--- src/rtl/inst_mem_loader.sv ---
// Boot loader: parses a COUNT / data / CSUM byte stream into 16-bit instruction-memory writes
// and keeps the core in reset until a checksum-valid image has been loaded.
module inst_mem_loader #(
  parameter int unsigned ADDR_W    = 4,
  parameter int unsigned MAX_WORDS = 15
) (
  input  logic              clk,
  input  logic              reset,
  input  logic              start,
  input  logic [7:0]        rx_data,
  input  logic              rx_valid,
  output logic              rx_ready,
  output logic              wr_en,
  output logic [ADDR_W-1:0] wr_addr,
  output logic [15:0]       wr_data,
  output logic              cpu_hold,
  output logic              busy,
  output logic              done,
  output logic              err,
  output logic [ADDR_W:0]   words_loaded
);

  localparam int unsigned CW = ADDR_W + 1;
  localparam logic [7:0] MaxWordsB = 8'(MAX_WORDS);

  typedef enum logic [2:0] {StIdle, StCount, StHi, StLo, StCsum} state_e;

  state_e state_q, state_d;

  logic              wr_en_q, wr_en_d;
  logic [ADDR_W-1:0] wr_addr_q, wr_addr_d;
  logic [15:0]       wr_data_q, wr_data_d;
  logic              cpu_hold_q, cpu_hold_d;
  logic              done_q, done_d;
  logic              err_q, err_d;
  logic [CW-1:0]     words_q, words_d;
  logic [CW-1:0]     idx_q, idx_d;
  logic [CW-1:0]     count_q, count_d;
  logic [7:0]        hi_q, hi_d;
  logic [7:0]        csum_q, csum_d;

  logic          xfer;
  logic          count_bad;
  logic [CW-1:0] idx_inc;

  assign rx_ready  = (state_q != StIdle);
  assign busy      = (state_q != StIdle);
  assign xfer      = rx_valid & rx_ready;
  assign count_bad = (rx_data == 8'h00) || (rx_data > MaxWordsB);
  assign idx_inc   = idx_q + CW'(1);

  // State register
  always_ff @(posedge clk) begin
    if (reset) begin
      state_q <= StIdle;
    end else begin
      state_q <= state_d;
    end
  end

  // Next-state logic
  always_comb begin
    state_d = state_q;
    unique case (state_q)
      StIdle:  if (start) state_d = StCount;
      StCount: if (xfer) state_d = count_bad ? StIdle : StHi;
      StHi:    if (xfer) state_d = StLo;
      StLo:    if (xfer) state_d = (idx_inc < count_q) ? StHi : StCsum;
      StCsum:  if (xfer) state_d = StIdle;
      default: state_d = StIdle;
    endcase
  end

  // Output and datapath next-state logic; write strobe and done are single-cycle pulses
  always_comb begin
    wr_en_d    = 1'b0;
    done_d     = 1'b0;
    wr_addr_d  = wr_addr_q;
    wr_data_d  = wr_data_q;
    cpu_hold_d = cpu_hold_q;
    err_d      = err_q;
    words_d    = words_q;
    idx_d      = idx_q;
    count_d    = count_q;
    hi_d       = hi_q;
    csum_d     = csum_q;
    unique case (state_q)
      StIdle: begin
        if (start) begin
          cpu_hold_d = 1'b1;
          err_d      = 1'b0;
          words_d    = '0;
          idx_d      = '0;
          csum_d     = 8'h00;
        end
      end
      StCount: begin
        if (xfer) begin
          if (count_bad) begin
            err_d = 1'b1;
          end else begin
            count_d = rx_data[CW-1:0];
          end
        end
      end
      StHi: begin
        if (xfer) begin
          hi_d   = rx_data;
          csum_d = csum_q + rx_data;
        end
      end
      StLo: begin
        if (xfer) begin
          csum_d    = csum_q + rx_data;
          wr_en_d   = 1'b1;
          wr_addr_d = idx_q[ADDR_W-1:0];
          wr_data_d = {hi_q, rx_data};
          idx_d     = idx_inc;
          words_d   = idx_inc;
        end
      end
      StCsum: begin
        if (xfer) begin
          if (rx_data == csum_q) begin
            done_d     = 1'b1;
            cpu_hold_d = 1'b0;
          end else begin
            err_d = 1'b1;
          end
        end
      end
      default: ;
    endcase
  end

  always_ff @(posedge clk) begin
    if (reset) begin
      wr_en_q    <= 1'b0;
      wr_addr_q  <= '0;
      wr_data_q  <= 16'h0000;
      cpu_hold_q <= 1'b1;
      done_q     <= 1'b0;
      err_q      <= 1'b0;
      words_q    <= '0;
      idx_q      <= '0;
      count_q    <= '0;
      hi_q       <= 8'h00;
      csum_q     <= 8'h00;
    end else begin
      wr_en_q    <= wr_en_d;
      wr_addr_q  <= wr_addr_d;
      wr_data_q  <= wr_data_d;
      cpu_hold_q <= cpu_hold_d;
      done_q     <= done_d;
      err_q      <= err_d;
      words_q    <= words_d;
      idx_q      <= idx_d;
      count_q    <= count_d;
      hi_q       <= hi_d;
      csum_q     <= csum_d;
    end
  end

  assign wr_en        = wr_en_q;
  assign wr_addr      = wr_addr_q;
  assign wr_data      = wr_data_q;
  assign cpu_hold     = cpu_hold_q;
  assign done         = done_q;
  assign err          = err_q;
  assign words_loaded = words_q;

endmodule

--- config.mk ---
export PLATFORM = sky130hd
export DESIGN_NAME = inst_mem_loader
export DESIGN_NICKNAME = d
export VERILOG_FILES = /design/src/rtl/inst_mem_loader.sv
export SDC_FILE = /design/constraint.sdc
export NUM_CORES = 1
export LEC_CHECK = 0
export ABC_AREA = 1
export BUFFER_PORTS_ARGS = -buffer_cell sky130_fd_sc_hd__buf_2
export CAP_MARGIN = 10
export CORE_ASPECT_RATIO = 0.75
export CORE_UTILIZATION = 30
export DETAILED_ROUTE_END_ITERATION = 16
export HOLD_SLACK_MARGIN = 0.15
export SLEW_MARGIN = 10
export SYNTH_ARGS = -nofsm -noshare
export SYNTH_HDL_FRONTEND = slang
export SYNTH_SLANG_ARGS = --single-unit
--- constraint.sdc ---
create_clock -name clk -period 1.6 [get_ports clk]
set_input_delay 0.08 -clock clk [delete_from_list [all_inputs] [get_ports clk]]
set_output_delay 0.08 -clock clk [all_outputs]
set_load 0.1 [all_outputs]
==> results_dict.tcl <==
set metrics [dict create \
    final_antenna_net_count 0 \
    share_seq_of_total_power 0.462 \
    period_needed_ps 1650 \
    ff2ff_path_depth 12 \
    cp_data_required_time_ps 1770 \
    power_density_over_cell_area_nw_per_um2 887 \
    netlist_area_pre_place_um2 2550 \
    arrival_ps 1820 \
    cap_viol_max_count 0 \
    synth.yosys.seq_area_share 0.417 \
    postSynthAreaPerCell_um2 7.10 \
    grt_use_total 0.150 \
    setup_ws_ps -49.3 \
    timing.final.crit_share 1.03 \
    synth_nets 384 \
    count_of_unique_library_cells_instantiated_by_yosys 31 \
    path_clk_slew_ps 70 \
    via_count_of_the_first_global_routing_pass 2201 \
    die_height_um 81.8 \
    setup_viol_count_final 2 \
    grt_setup_unrepaired "yes" \
    path_max_fanout 2 \
    area_used_by_multi_input_combinational_logic_um2 1340 \
    sequential_area_um2 1080 \
    route.final.wire_length_um 6230 \
    timing.reg2reg.setup_slack_ps -50 \
    synth_top_cell_by_area "sky130_fd_sc_hd__dfxtp_1" \
    clock_tree.buffer_depth 2 \
    postSynthRegisterBits 53 \
    io-pin-count 43 \
    synth-edff-count 0 \
    yosys_most_used_dff "sky130_fd_sc_hd__dfxtp_1" \
    clock_tree_from_tritoncts "done" \
    nFillCells 876 \
    syn_inst 359 \
    ir_drop_uv 484 \
    final_max_slew_viol_count 0 \
    grt_overflow_total 0 \
    dp_hpwl_um 4580 \
    fin_setup_tns_ps -95.4 \
    critical_path.startpoint_type "flip-flop" \
    cts_max_level 2 \
    final.setup_skew_ps 3.70 \
    min_path_type "in -> reg" \
    floorplan.initialDensity 0.316 \
    synth_largest_type_area_fraction 0.417 \
    synthesis_warnings 0 \
    design.die.area_um2 8870 \
    drtIter0Drc 67 \
    numCtsBuffers 5 \
    post_drt_via_cell_ratio 4.61 \
    clockPowerShare 0.415 \
    hold_depth 4 \
    status "complete, but fails checks" \
    cts.sink_count 53 \
    layout-area-overhead-vs-synth_pct 28.0 \
    slew_headroom 0.673 \
    gp_congestion 0.823 \
    drtPass1Iterations 4 \
    dr_total_vias 2406 \
    crit_path_end_kind "flip-flop" \
    routed_wire_length_per_instance_um 11.9 \
    synthTopCellsByArea "sky130_fd_sc_hd__dfxtp_1 (42%), sky130_fd_sc_hd__nand2_1 (17%), sky130_fd_sc_hd__a21oi_1 (9.8%)" \
    worst_hold_startpoint "start" \
    critical_path.reg2reg.startpoint "idx_q[1]$_SDFFE_PP0P_" \
    diodes 0 \
    finalNetCount 441 \
    wire_length_of_the_first_global_routing_pass_um 10400 \
    timing.rr.end "state_q[1]$_SDFFE_PP0P_" \
    grt_start_max_net_pins 27 \
    tightest_slew_ps 494 \
    die_width_um 108 \
    net-switching-power_uw 743 \
    antenna_found_initial 0 \
    numPortBuffers 42 \
    final_hold_violations 0 \
    hold-path-endpoint "err$_SDFFE_PP0P_" \
    final_layout_size_suffix_gt1_frac 0.230 \
    p_leak_uw 0.00144 \
    crit_type "reg -> reg" \
    route.detailed.drc 0 \
    worst_skew_pair.late_latency_ps 290 \
    synthArstFlopShare 0 \
    fmax_mhz 606 \
    internal_power_uw 2150 \
    violated_checks "setup timing" \
    clockRootBuffer "sky130_fd_sc_hd__clkbuf_16" \
    power.switching_fraction 0.257 \
    core_area_um2 8060 \
    place_ws_ps -65.2 \
    final_core_utilization 0.405 \
    power_frac_comb 0.123 \
    row_count 28 \
]
[state kept, by name (all words and copies together) (netlist names)]
signal,flops
csum_q,8
err,1
wr_data,16
idx_q,5
hi_q,8
wr_en,1
state_q,3
wr_addr,4
count_q,5
done,1
cpu_hold,1
[worst max-delay path: stages (launching register included)]
cell	delay, ps
sky130_fd_sc_hd__dfxtp_4	350
sky130_fd_sc_hd__ha_4	160
sky130_fd_sc_hd__nand3_2	70
sky130_fd_sc_hd__xor2_1	140
sky130_fd_sc_hd__inv_1	90
sky130_fd_sc_hd__ha_4	290
sky130_fd_sc_hd__nand2_2	60
sky130_fd_sc_hd__nor2_1	80
sky130_fd_sc_hd__nand2_1	70
sky130_fd_sc_hd__nand4_1	70
sky130_fd_sc_hd__nand2_1	50
sky130_fd_sc_hd__nand2_1	70
sky130_fd_sc_hd__a21oi_2	50
[power by group through the flow]
stage	clock network [uW]	logic (uW)	registers, uW
2_1_floorplan	0	206	1410
3_3_place_gp	0	332	1370
3_5_place_dp	0	333	1370
4_1_cts	1220	355	1340
5_1_grt	1300	392	1340
6_report	1200	357	1340
[cell type report]
| cell class | instances | share of cell area |
|---|---|---|
| tap | 105 | 0.0403 |
| clock inverter | 2 | 0.0104 |
| clock buffer | 6 | 0.0395 |
| timing repair buffer | 62 | 0.119 |
| multi-input combinational | 253 | 0.411 |
| inverter | 41 | 0.0487 |
| sequential | 53 | 0.331 |
[synth_stat cells (2+ instances only)]
| library cell | count |
|---|---|
| sky130_fd_sc_hd__a21oi_1 | 50 |
| sky130_fd_sc_hd__buf_1 | 3 |
| sky130_fd_sc_hd__buf_6 | 3 |
| sky130_fd_sc_hd__clkbuf_1 | 4 |
| sky130_fd_sc_hd__dfxtp_1 | 53 |
| sky130_fd_sc_hd__ha_1 | 12 |
| sky130_fd_sc_hd__inv_1 | 33 |
| sky130_fd_sc_hd__inv_2 | 6 |
| sky130_fd_sc_hd__nand2_1 | 112 |
| sky130_fd_sc_hd__nand2_2 | 2 |
| sky130_fd_sc_hd__nand3_1 | 25 |
| sky130_fd_sc_hd__nand4_1 | 2 |
| sky130_fd_sc_hd__nor2_1 | 24 |
| sky130_fd_sc_hd__nor2_2 | 4 |
| sky130_fd_sc_hd__nor3_1 | 3 |
| sky130_fd_sc_hd__o21ai_0 | 5 |
| sky130_fd_sc_hd__xor2_1 | 4 |
[stage by stage]
stage	hold slack [ps]	total power [uW]	instance area (um2)	cells
2_1_floorplan	223	1620	2580	359
3_3_place_gp	369	1700	2940	505
3_5_place_dp	375	1700	2940	505
4_1_cts	169	2910	3220	521
5_1_grt	176	3030	3260	522
6_report	169	2890	3260	522
[how the worst max path moves through the flow]
stage,slack [ps],from,to,cells after the start
floorplan,-230,idx_q[1]$_SDFFE_PP0P_,state_q[1]$_SDFFE_PP0P_,12
global placement,-20,idx_q[1]$_SDFFE_PP0P_,state_q[1]$_SDFFE_PP0P_,12
detailed placement,-70,idx_q[1]$_SDFFE_PP0P_,state_q[1]$_SDFFE_PP0P_,12
CTS,-20,idx_q[1]$_SDFFE_PP0P_,state_q[2]$_SDFFE_PP0P_,11
global route,-160,idx_q[1]$_SDFFE_PP0P_,state_q[1]$_SDFFE_PP0P_,12
finish,-50,idx_q[1]$_SDFFE_PP0P_,state_q[1]$_SDFFE_PP0P_,12
[cells in the final DEF, fill, tap and decap left out, types with 2 or more instances in the layout]
| cell | Yosys | layout |
|---|---|---|
| sky130_fd_sc_hd__dfxtp_4 | 0 | 4 |
| sky130_fd_sc_hd__a21oi_1 | 50 | 48 |
| sky130_fd_sc_hd__nand2_2 | 2 | 3 |
| sky130_fd_sc_hd__dfxtp_1 | 53 | 47 |
| sky130_fd_sc_hd__nor2_2 | 4 | 4 |
| sky130_fd_sc_hd__clkbuf_16 | 0 | 5 |
| sky130_fd_sc_hd__buf_2 | 0 | 40 |
| sky130_fd_sc_hd__clkinv_1 | 1 | 2 |
| sky130_fd_sc_hd__nand3_2 | 1 | 3 |
| sky130_fd_sc_hd__nor3_1 | 3 | 3 |
| sky130_fd_sc_hd__buf_4 | 1 | 13 |
| sky130_fd_sc_hd__nand2_1 | 112 | 111 |
| sky130_fd_sc_hd__inv_1 | 33 | 32 |
| sky130_fd_sc_hd__nand4_1 | 2 | 2 |
| sky130_fd_sc_hd__nor2_1 | 24 | 24 |
| sky130_fd_sc_hd__dlygate4sd3_1 | 0 | 8 |
| sky130_fd_sc_hd__inv_2 | 6 | 7 |
| sky130_fd_sc_hd__dfxtp_2 | 0 | 2 |
| sky130_fd_sc_hd__xor2_1 | 4 | 3 |
| sky130_fd_sc_hd__o21ai_0 | 5 | 5 |
| sky130_fd_sc_hd__ha_1 | 12 | 8 |
| sky130_fd_sc_hd__nand3_1 | 25 | 23 |
| sky130_fd_sc_hd__ha_4 | 0 | 3 |
[routing by layer]
| layer | global-route usage | part of all wire | routed length [um] | vias up |
|---|---|---|---|---|
| met1 | 0.207 | 0.51 | 3180 | 1116 |
| met3 | 0.0357 | 0.039 | 246 | 4 |
| met5 | 0 | 0 | 0 | - |
| met4 | 0.0365 | 0.0037 | 23 | 0 |
| li1 | - | - | - | 1250 |
| met2 | 0.238 | 0.45 | 2780 | 36 |
[timing repair]
action	in CTS	in global routing
setup buffers	0	1
resized for setup	9	7
hold endpoints to repair	14	0
pin swaps	2	1
hold buffers	8	0
endpoints found under the setup margin	5	5
[kinds of logic after synthesis]
family,share of synthesized area
xor+xnor,0.0172
buf+inv,0.0909
fa+ha+maj,0.0668
compound gates,0.116
flops,0.417
simple gates,0.292
No activity file was read; power rests on OpenSTA's default activity.
